### src/rtl/red_pitaya_xfade_pkg.sv
// -----------------------------------------------------------------------------
// red_pitaya_xfade_pkg
//
// Shared constants and helpers for the multi-channel crossfading bypass.
//   - Byte addresses of the control/status registers on the system bus.
//   - Fixed upper half of the ID register and a helper that builds the full ID.
//   - Helper that computes unity gain (ONE) for a given gain width.
// -----------------------------------------------------------------------------
package red_pitaya_xfade_pkg;

   // Register byte addresses (only sys_addr_i[7:0] is decoded).
   localparam logic [7:0] ADDR_ENABLE = 8'h00;
   localparam logic [7:0] ADDR_STEP   = 8'h04;
   localparam logic [7:0] ADDR_DIV    = 8'h08;
   localparam logic [7:0] ADDR_STATUS = 8'h0C;
   localparam logic [7:0] ADDR_ID     = 8'h10;

   // "XF" signature in the upper half of the ID register.
   localparam logic [31:0] ID_BASE = 32'h5846_0000;

   // Full ID word: signature, channel count in [15:8], sample width in [7:0].
   function automatic logic [31:0] xfade_id(input int ch, input int dw);
      return ID_BASE | (32'(ch) << 8) | 32'(dw);
   endfunction

   // Unity gain for an unsigned gain of width gw: 2^(gw-1).
   function automatic int unsigned gain_one(input int gw);
      return 32'd1 << (gw - 1);
   endfunction

endpackage

### src/rtl/red_pitaya_xfade_gain_ramp.sv
// -----------------------------------------------------------------------------
// xfade_gain_ramp
//
// One channel's gain register. On every prescaler tick the gain moves towards
// its target by 'step', clamping at the target so it never overshoots. A step
// of zero makes the gain jump straight to the target on the next tick. The
// target may change at any time; the ramp simply continues from the current
// gain in the new direction.
//
// Ports:
//   clk      clock
//   rst_n    asynchronous active-low reset (gain returns to 0)
//   tick     ramp enable strobe from the shared prescaler
//   target   gain the channel is heading for (0 or ONE)
//   step     gain increment per tick
//   g        current gain
//   ramping  high while g differs from target
// -----------------------------------------------------------------------------
module xfade_gain_ramp #(
   parameter int GW = 15
) (
   input  logic          clk,
   input  logic          rst_n,
   input  logic          tick,
   input  logic [GW-1:0] target,
   input  logic [GW-1:0] step,
   output logic [GW-1:0] g,
   output logic          ramping
);

   // One extra bit so the sum cannot wrap and the difference can go negative;
   // the clamp against target then stays a plain comparison.
   logic        [GW:0]   up_sum;
   logic signed [GW:0]   down_diff;
   logic        [GW-1:0] g_next;

   assign up_sum    = {1'b0, g} + {1'b0, step};
   assign down_diff = $signed({1'b0, g}) - $signed({1'b0, step});

   always_comb begin
      // NOTE: default assignment first keeps this purely combinational (no latch).
      g_next = g;
      if (step == '0) begin
         g_next = target;
      end else if (g < target) begin
         g_next = (up_sum >= {1'b0, target}) ? target : up_sum[GW-1:0];
      end else if (g > target) begin
         g_next = (down_diff <= $signed({1'b0, target})) ? target : down_diff[GW-1:0];
      end
   end

   always_ff @(posedge clk or negedge rst_n) begin
      // NOTE: sequential state uses non-blocking assignments only.
      if (!rst_n) begin
         g <= '0;
      end else if (tick) begin
         g <= g_next;
      end
   end

   assign ramping = (g != target);

endmodule

### src/rtl/red_pitaya_xfade_bypass.sv
// -----------------------------------------------------------------------------
// red_pitaya_xfade_bypass
//
// Multi-channel click-free bypass. Each channel crossfades between its dry
// input and its wet (effect) input with a linearly ramped gain g:
//    sig = (wet*g + dry*(ONE-g)) >>> (GW-1)
// Enabling a channel ramps g up to ONE (fully wet); disabling ramps it back to
// 0 (fully dry). Ramp speed is set by RAMP_STEP (gain per tick) and RAMP_DIV
// (a tick every RAMP_DIV+1 cycles).
//
// Register map (byte addresses, full-word access):
//   0x00 ENABLE     R/W  [CH-1:0] per-channel wet enable
//   0x04 RAMP_STEP  R/W  [GW-1:0] gain step per tick (reset 1)
//   0x08 RAMP_DIV   R/W  [PW-1:0] prescaler divide (reset 0)
//   0x0C STATUS     RO   [CH-1:0] channel still ramping
//   0x10 ID         RO   0x5846_0000 | CH<<8 | DW
//
// Ports:
//   clk_i        clock for datapath and bus
//   rstn_i       asynchronous active-low reset
//   dry_i        packed signed dry samples, channel 0 in the LSBs
//   wet_i        packed signed wet samples
//   sig_o        packed signed crossfaded output, 2-cycle latency
//   sys_addr_i   bus address, [7:0] decoded
//   sys_wdata_i  bus write data
//   sys_sel_i    byte select, ignored
//   sys_wen_i    write strobe
//   sys_ren_i    read strobe
//   sys_rdata_o  read data, valid with ack
//   sys_err_o    error (unmapped address or write to read-only register)
//   sys_ack_o    acknowledge, one cycle after each access
// -----------------------------------------------------------------------------
module red_pitaya_xfade_bypass
   import red_pitaya_xfade_pkg::*;
#(
   parameter int CH = 2,
   parameter int DW = 14,
   parameter int GW = 15,
   parameter int PW = 16
) (
   input  logic             clk_i,
   input  logic             rstn_i,
   input  logic [CH*DW-1:0] dry_i,
   input  logic [CH*DW-1:0] wet_i,
   output logic [CH*DW-1:0] sig_o,
   input  logic [31:0]      sys_addr_i,
   input  logic [31:0]      sys_wdata_i,
   input  logic [3:0]       sys_sel_i,
   input  logic             sys_wen_i,
   input  logic             sys_ren_i,
   output logic [31:0]      sys_rdata_o,
   output logic             sys_err_o,
   output logic             sys_ack_o
);

   localparam logic [GW-1:0] ONE    = GW'(gain_one(GW));
   localparam logic [31:0]   ID_VAL = xfade_id(CH, DW);
   localparam int            PRW    = DW + GW;   // product width
   localparam int            SW     = PRW + 1;   // sum width

   // --------------------------------------------------------------------------
   // Control registers
   // --------------------------------------------------------------------------
   logic [CH-1:0] enable_q;
   logic [GW-1:0] step_q;
   logic [PW-1:0] div_q;
   logic [CH-1:0] ramping;

   logic [7:0]    addr;
   logic          rd_ok;
   logic          wr_ok;
   logic [31:0]   rd_mux;
   logic          wr_en;

   // Byte enables and upper address bits carry no meaning for this block.
   logic unused_bus;
   assign unused_bus = ^{sys_addr_i[31:8], sys_sel_i};

   assign addr = sys_addr_i[7:0];

   // Address decode: readable set, writable subset, and read data.
   always_comb begin
      rd_mux = '0;
      rd_ok  = 1'b1;
      wr_ok  = 1'b0;
      case (addr)
         ADDR_ENABLE: begin
            rd_mux = 32'(enable_q);
            wr_ok  = 1'b1;
         end
         ADDR_STEP: begin
            rd_mux = 32'(step_q);
            wr_ok  = 1'b1;
         end
         ADDR_DIV: begin
            rd_mux = 32'(div_q);
            wr_ok  = 1'b1;
         end
         ADDR_STATUS: rd_mux = 32'(ramping);
         ADDR_ID:     rd_mux = ID_VAL;
         default:     rd_ok  = 1'b0;
      endcase
   end

   // A valid write; an invalid one is acknowledged with error and dropped.
   assign wr_en = sys_wen_i && wr_ok;

   always_ff @(posedge clk_i or negedge rstn_i) begin
      if (!rstn_i) begin
         enable_q <= '0;
         step_q   <= GW'(1);
         div_q    <= '0;
      end else if (wr_en) begin
         case (addr)
            ADDR_ENABLE: enable_q <= sys_wdata_i[CH-1:0];
            ADDR_STEP:   step_q   <= sys_wdata_i[GW-1:0];
            ADDR_DIV:    div_q    <= sys_wdata_i[PW-1:0];
            default:     ;
         endcase
      end
   end

   // Bus response: one ack per access cycle. When wen and ren coincide the
   // access is handled purely as a write, so no read data is returned.
   always_ff @(posedge clk_i or negedge rstn_i) begin
      if (!rstn_i) begin
         sys_ack_o   <= 1'b0;
         sys_err_o   <= 1'b0;
         sys_rdata_o <= '0;
      end else begin
         sys_ack_o   <= sys_wen_i || sys_ren_i;
         sys_err_o   <= sys_wen_i ? !wr_ok : (sys_ren_i && !rd_ok);
         sys_rdata_o <= (sys_ren_i && !sys_wen_i && rd_ok) ? rd_mux : '0;
      end
   end

   // --------------------------------------------------------------------------
   // Ramp prescaler: tick once every div_q+1 cycles. A write to RAMP_DIV
   // restarts the count so the new period starts cleanly.
   // --------------------------------------------------------------------------
   logic [PW-1:0] pcnt;
   logic          tick;

   assign tick = (pcnt == div_q);

   always_ff @(posedge clk_i or negedge rstn_i) begin
      if (!rstn_i) begin
         pcnt <= '0;
      end else if (wr_en && (addr == ADDR_DIV)) begin
         pcnt <= '0;
      end else if (tick) begin
         pcnt <= '0;
      end else begin
         pcnt <= pcnt + PW'(1);
      end
   end

   // --------------------------------------------------------------------------
   // Per-channel gain ramp and two-stage multiply/sum pipeline
   // --------------------------------------------------------------------------
   for (genvar c = 0; c < CH; c++) begin : g_ch
      logic        [GW-1:0] g;
      logic        [GW-1:0] tgt;
      logic signed [PRW-1:0] wet_x;
      logic signed [PRW-1:0] dry_x;
      logic signed [PRW-1:0] g_x;
      logic signed [PRW-1:0] h_x;
      logic signed [PRW-1:0] pw;
      logic signed [PRW-1:0] pd;
      logic signed [SW-1:0]  sum;
      logic signed [DW-1:0]  sig_q;

      assign tgt = enable_q[c] ? ONE : '0;

      xfade_gain_ramp #(
         .GW(GW)
      ) u_ramp (
         .clk     (clk_i),
         .rst_n   (rstn_i),
         .tick    (tick),
         .target  (tgt),
         .step    (step_q),
         .g       (g),
         .ramping (ramping[c])
      );

      // Operands widened to the product width so the multiply is exact:
      // samples sign-extended, gains (always 0..ONE) zero-extended.
      assign wet_x = {{GW{wet_i[c*DW+DW-1]}}, wet_i[c*DW +: DW]};
      assign dry_x = {{GW{dry_i[c*DW+DW-1]}}, dry_i[c*DW +: DW]};
      assign g_x   = {{DW{1'b0}}, g};
      assign h_x   = {{DW{1'b0}}, ONE - g};

      // Convex combination: |sum| <= 2^(DW-1) * ONE, so no overflow.
      assign sum = {pw[PRW-1], pw} + {pd[PRW-1], pd};

      always_ff @(posedge clk_i or negedge rstn_i) begin
         // NOTE: pipeline registers are reset too, so sig_o reads 0 in reset.
         if (!rstn_i) begin
            pw    <= '0;
            pd    <= '0;
            sig_q <= '0;
         end else begin
            pw    <= wet_x * g_x;
            pd    <= dry_x * h_x;
            // Arithmetic shift floors toward -inf; the slice cannot lose
            // significant bits because the result lies between dry and wet.
            sig_q <= DW'(sum >>> (GW - 1));
         end
      end

      assign sig_o[c*DW +: DW] = sig_q;
   end

endmodule

### config.mk
export PLATFORM = sky130hd
export DESIGN_NAME = red_pitaya_xfade_bypass
export DESIGN_NICKNAME = d
export VERILOG_FILES = /design/src/rtl/red_pitaya_xfade_pkg.sv /design/src/rtl/red_pitaya_xfade_gain_ramp.sv /design/src/rtl/red_pitaya_xfade_bypass.sv
export SDC_FILE = /design/constraint.sdc
export NUM_CORES = 2
export LEC_CHECK = 0
export CAP_MARGIN = 30
export CELL_PAD_IN_SITES_DETAIL_PLACEMENT = 0
export CELL_PAD_IN_SITES_GLOBAL_PLACEMENT = 1
export CORE_ASPECT_RATIO = 1.5
export CORE_MARGIN = 5
export CORE_UTILIZATION = 50
export DETAILED_ROUTE_END_ITERATION = 16
export PLACE_DENSITY_LB_ADDON = 0.1
export SLEW_MARGIN = 20
export SYNTH_ARGS = -nofsm -noshare
export SYNTH_HDL_FRONTEND = slang
export SYNTH_HIERARCHICAL = 1
export SYNTH_SLANG_ARGS = --single-unit
### constraint.sdc
create_clock -name clk_i -period 10.4 [get_ports clk_i]
set_input_delay 2.6 -clock clk_i [delete_from_list [all_inputs] [get_ports clk_i]]
set_output_delay 2.6 -clock clk_i [all_outputs]
set_load 0.02 [all_outputs]
# Yosys cells after proc, flatten, opt, wreduce, memory -nomap -nowiden
# Index checks and enable logic that the tools add are counted.
[word_totals] register_bits=253 latchBits=0 ram_bits=0 rom_bits=0 input_bits=128 output_inout_bits=62 wordCells=82 n_memories=0
[classes] addsub=9 n_mul=4 n_div=0 order_cmp=8 eq_ne=7 shifts=0 n_mux=19 bitwise=0 n_reduce_logical=20
[op_table] operator="$mux W15" count=12
[op_table] operator="$pmux W31 S5" count=1
[op_table] operator="$mul A14 B16 Y28" count=4
[op_table] operator="$add A28 B28 Y28" count=2
[op_table] operator="$add A15 B15 Y16" count=2
[op_table] operator="$ge A16 B15 Y1" count=2
[op_table] operator="$le A16 B16 Y1" count=2
[op_table] operator="$mux W16" count=2
[op_table] operator="$mux W32" count=1
[op_table] operator="$sub A15 B15 Y16" count=2
[op_table] operator="$gt A15 B15 Y1" count=2
[op_table] operator="$lt A15 B15 Y1" count=2
[op_table] operator="$ne A15 B15 Y1" count=2
[op_table] operator="$sub A15 B15 Y15 const A" count=2
[op_table] operator="$add A16 B1 Y16 const B" count=1
[op_table] operator="$eq A16 B16 Y1" count=1
[op_table] operator="$eq A8 B4 Y1 const B" count=2
[op_table] operator="$logic_not A15 Y1" count=1
[op_table] operator="$reduce_and A2 Y1" count=5
[op_table] operator="$eq A8 B3 Y1 const B" count=1
[op_table] operator="$eq A8 B5 Y1 const B" count=1
[op_table] operator="$logic_not A8 Y1" count=1
[op_table] operator="$reduce_bool A3 Y1" count=2
[op_table] operator="$logic_and A1 B1 Y1" count=5
[op_table] operator="5 further kinds" count=9

# Logic depth before layout (Yosys ltp)
[depth] ltp_word=6 ltp_mapped=32 ltp_nobuf=29

# By module
# Netlist, hierarchy kept.
[modules_own_cells] mod="red_pitaya_xfade_bypass" n_inst=1 cells_each=3869 area_per_inst_um2=36436.2 seq_area_each_um2=5206.2
[modules_own_cells] mod="xfade_gain_ramp" n_inst=2 cells_each=443 area_per_inst_um2=3559.7 seq_area_each_um2=375.4

# Worst setup path before layout
# Ideal clock, no wire load.
[synth_timing] path_type="input-to-reg" from="input dry_i[16]" to="register g_ch[1].pd[27]" setup_ps=124 arrival_time_ps=8243 required_ps=10276 slack_ps=2032 stages=24 path_buffers=1 cell_sequence="clkbuf_1 > and2_1 > fa_1 > inv_1 > fa_1 > inv_1 > fa_1 > inv_1 > fa_1 > inv_1 > fa_1 > inv_1 > fa_1 > inv_1 > ha_1 > o21a_1 > or2_1 > a31oi_2 > and3b_1 > or3_4 > o41a_1 > a211oi_2 > a21oi_1 > xnor2_1"
[synth_via] elab_chain_cells=1
[synth_rtl] item="start: declaration" line_no="red_pitaya_xfade_bypass.sv:43" text="input logic [CH*DW-1:0] dry_i,"
[synth_rtl] item="$mul A14 B16 Y28" line_no="red_pitaya_xfade_bypass.sv:205" text="pd <= dry_x * h_x;"
[synth_rtl] item="end signal: assignment" line_no="red_pitaya_xfade_bypass.sv:205"
[synth_rtl] item="end: declaration" line_no="red_pitaya_xfade_bypass.sv:169" text="logic signed [PRW-1:0] pd;"
# Every way passes these cells.
# A chain may end at the register's enable or synchronous reset.

# Worst setup path after layout
[layout_timing] from="input dry_i[18]" to="register g_ch[1].pd[27]"
# The elaborated chain is that of the path after synthesis.

==> flow_summary_export.csv <==
group,metric,value,unit
run_status,status,"finished clean",
global_route,antenna_found_initial,6,
setup_path,rrSetupSlack,1.87,ns
timing,hold-worst-slack,0.560,ns
synthesis,synth_compound_area_share,9.31,%
timing,finalCriticalPeriod,8.92,ns
final_layout,drive_above_1_share,3.78,%
min_path,min_path_cells,2,
setup_path,critPathBufInv,7,
placed_design,dp_hpwl,91500,um
synthesis,synth_ff_type,"dfrtp_1",
cts,post_cts_buffers,0,
cts,cts_resized,0,
synthesis,synth_top_area_cell,"fa_1",
route,vias,32100,
timing,fin_crit_sh,85.8,%
placed_design,dp_slack,0.914,ns
setup_path,worst_r2r_path_depth,29,
global_route,gr-usage-all-layers,24.9,%
timing,hold_violations,0,
synthesis,postSynthCellCount,4755,
min_path,min_to,"sys_rdata_o[15]$_DFF_PN0_",
final_layout,final_common_cell,"inv_1",
setup_path,worstSetupPathType,"in2reg",
global_route,grt_pass1_wl,186000,um
timing,setup_violations,0,
placed_design,gp_congestion,0.874,
floorplanning,core_area,0.0864,mm^2
min_path,hold_path_class,"reg2reg",
synthesis,yosysWarnings,6,
timing,slew_headroom,34.7,%
synthesis,synth_xor_xnor_area_share,4.73,%
cts,cts-buffers-inserted,28,
route,wire_per_inst,19.0,um
setup_path,arrival,9.41,ns
synthesis,synthArstFlopShare,100,%
synthesis,netlist_area,0.0436,mm^2
cts,h-tree-depth,1,
setup_path,crit_path_start_kind,"primary input",
timing,clock_skew,0.0517,ns
final_layout,layout_common_cells,"inv_1, fa_1, ha_1, nand2_1, and2_1",
cts,clockBufferDepth,3,
floorplanning,die_x,251,um
timing,setup-tns-final,0,ns
timing,worst-slew-pin-transition,0.978,ns
global_route,grt_max_degree,152,
cts,clock-root-buffer,"clkbuf_16",
cts,cts_hold_buf,0,
cts,clk_pin_slew,0.06,ns
route,drt_iter0_markers,1178,
setup_path,end_kind,"register",
floorplanning,start_util,50.4,%
final_layout,area_growth,8.23,%
setup_path,critPathSlowestCell,"clkdlybuf4s50_1",
route,postRouteAntennaNets,0,
synthesis,synth_seq_cells,238,
synthesis,synth_edf_count,0,
setup_path,path_max_fanout,15,
synthesis,synthSimpleGateAreaFrac,16.1,%
synthesis,yosysSeqAreaShare,13.7,%
setup_path,rr_endpoint,"g_ch[0].pd[26]$_DFF_PN0_",
cts,cts_tree,"built",
synthesis,yosysTopAreaCellShare,28.5,%
synthesis,synth_top_family_by_area,"adder cells",
min_path,min_from,"div_q[15]$_DFFE_PN0P_",
setup_path,required,10.89,ns
job,cap_violations,0,
placed_design,io_buffer_count,135,
floorplanning,fp.dieH,371,um
timing,slew_viol_final,0,
synthesis,syn_area_per_cell,9.16,um^2
cts,clock_latency,0.61,ns
route,routed_via_density,5.34,
synthesis,synth.distinct_cells,99,
synthesis,synth_fa_ha_area_share,45.8,%
floorplanning,dieArea,0.0932,mm^2
setup_path,rr_startpoint,"g_ch[0].u_ramp/g[1]$_DFFE_PN0P_",
floorplanning,io_pins,190,
setup_path,slowest_delay,0.77,ns
setup_path,path_delay_family,"adder cells",
route,drcViolationCount,0,
final_layout,finalNetCount,6198,
global_route,grt_pass1_vias,34800,
timing,fmax,112,MHz
timing,grt_setup_unrepaired,"false",
synthesis,ys_top_cells_by_area,"fa_1, ha_1, dfrtp_1, inv_1, and2_1",
global_route,grt-ovfl-total,0,
timing,layout_setup_ws,1.48,ns
floorplanning,rows,132,
setup_path,crit_chain,"clkdlybuf4s50_1 -> and3_1 -> fa_1 -> inv_1 -> fa_1 -> inv_1 -> fa_1 -> inv_1 -> fa_1 -> inv_1 -> fa_1 -> inv_1 -> fa_1 -> inv_1 -> ha_1 -> o21a_1 -> or2_1 -> a31oi_2 -> and3b_1 -> or3_4 -> o41a_1 -> a211oi_2 -> a21oi_1 -> xnor2_1",
route,drt_pre_antenna_iters,5,
synthesis,muxShareOfSynthArea,0.977,%
cts,cts.sinks,238,
route,wl,114000,um
[final cells by class]
type                            count  area, um^2
Clock inverter                     13         211
Tap cell                         1139        1430
Multi-Input combinational cell   3546       33800
Antenna cell                        1        2.50
Clock buffer                       35         747
Inverter                          835        3130
Sequential cell                   238        5960
Fill cell                        8082       39200
Timing Repair Buffer              200        1860
[logic make-up (layout without fill, tap and decap cells)]
kind of cell | Yosys count | in the layout
AOI/OAI and AO/OA | 585 | 585
xor gates and xnor gates | 235 | 235
adders and majority gates | 1221 | 1221
buffers and inverters | 1036 | 1083
DFF | 238 | 238
muxes | 37 | 37
other | 1 | 67
and+or+nand+nor | 1402 | 1402
[flip-flops by register name (all words and copies together), names as in the netlist]
name	count
step_q	15
pcnt	16
sys_err_o	1
sys_rdata_o	17
enable_q	2
div_q	16
g_ch.pw	56
g_ch.sig_q	28
g_ch.u_ramp/g	30
g_ch.pd	56
sys_ack_o	1
[per-layer routing]
metal | part of all wire (%) | global-route usage (%) | up-vias
met3 | 3.9 | 3.02 | 222
met5 | 0.031 | 0 | -
met4 | 3.7 | 7.78 | 6
met2 | 51 | 45.3 | 601
met1 | 42 | 30.8 | 16000
li1 | - | - | 15200
[cell usage after synthesis, drive strengths merged (33+ instances only)]
cell type  count
nand2b        55
xor2          64
nand2        520
nand3         50
a21oi        156
nor2         185
clkbuf       164
mux2          34
buf           37
o21a          33
fa           620
and2         378
nand4         37
ha           601
nor3          50
dfrtp        237
xnor2        171
o21ai        102
inv          834
a21o          68
[metrics by stage]
stage / instance area, um^2 / utilization (%) / std cells
5_1_grt: 47100 / 54.6 / 6006
3_5_place_dp: 46200 / 53.4 / 5957
3_3_place_gp: 46200 / 53.4 / 5955
2_1_floorplan: 43800 / - / 4820
6_report: 47100 / 54.6 / 6007
4_1_cts: 47100 / 54.6 / 6005
[worst min-delay path: cells and delay by family, from the launching register on]
kind	cells	cell delay, ns
flops	1	0.41
simple gates	2	0.11
[worst max-delay path by stage]
stage                   start                       end  depth (start not counted)  slack, ns
CTS                 dry_i[18]  g_ch[1].pd[27]$_DFF_PN0_                         24       1.48
floorplan           dry_i[16]  g_ch[1].pd[27]$_DFF_PN0_                         24       2.03
detailed placement  dry_i[18]  g_ch[1].pd[23]$_DFF_PN0_                         23       0.91
global route        dry_i[18]  g_ch[1].pd[27]$_DFF_PN0_                         24       1.22
global placement    dry_i[18]  g_ch[1].pd[27]$_DFF_PN0_                         24       0.94
finish              dry_i[18]  g_ch[1].pd[27]$_DFF_PN0_                         24       1.48
Power is not shown: default switching activity piles up to over one toggle a cycle in this logic, so the estimate is an artifact.
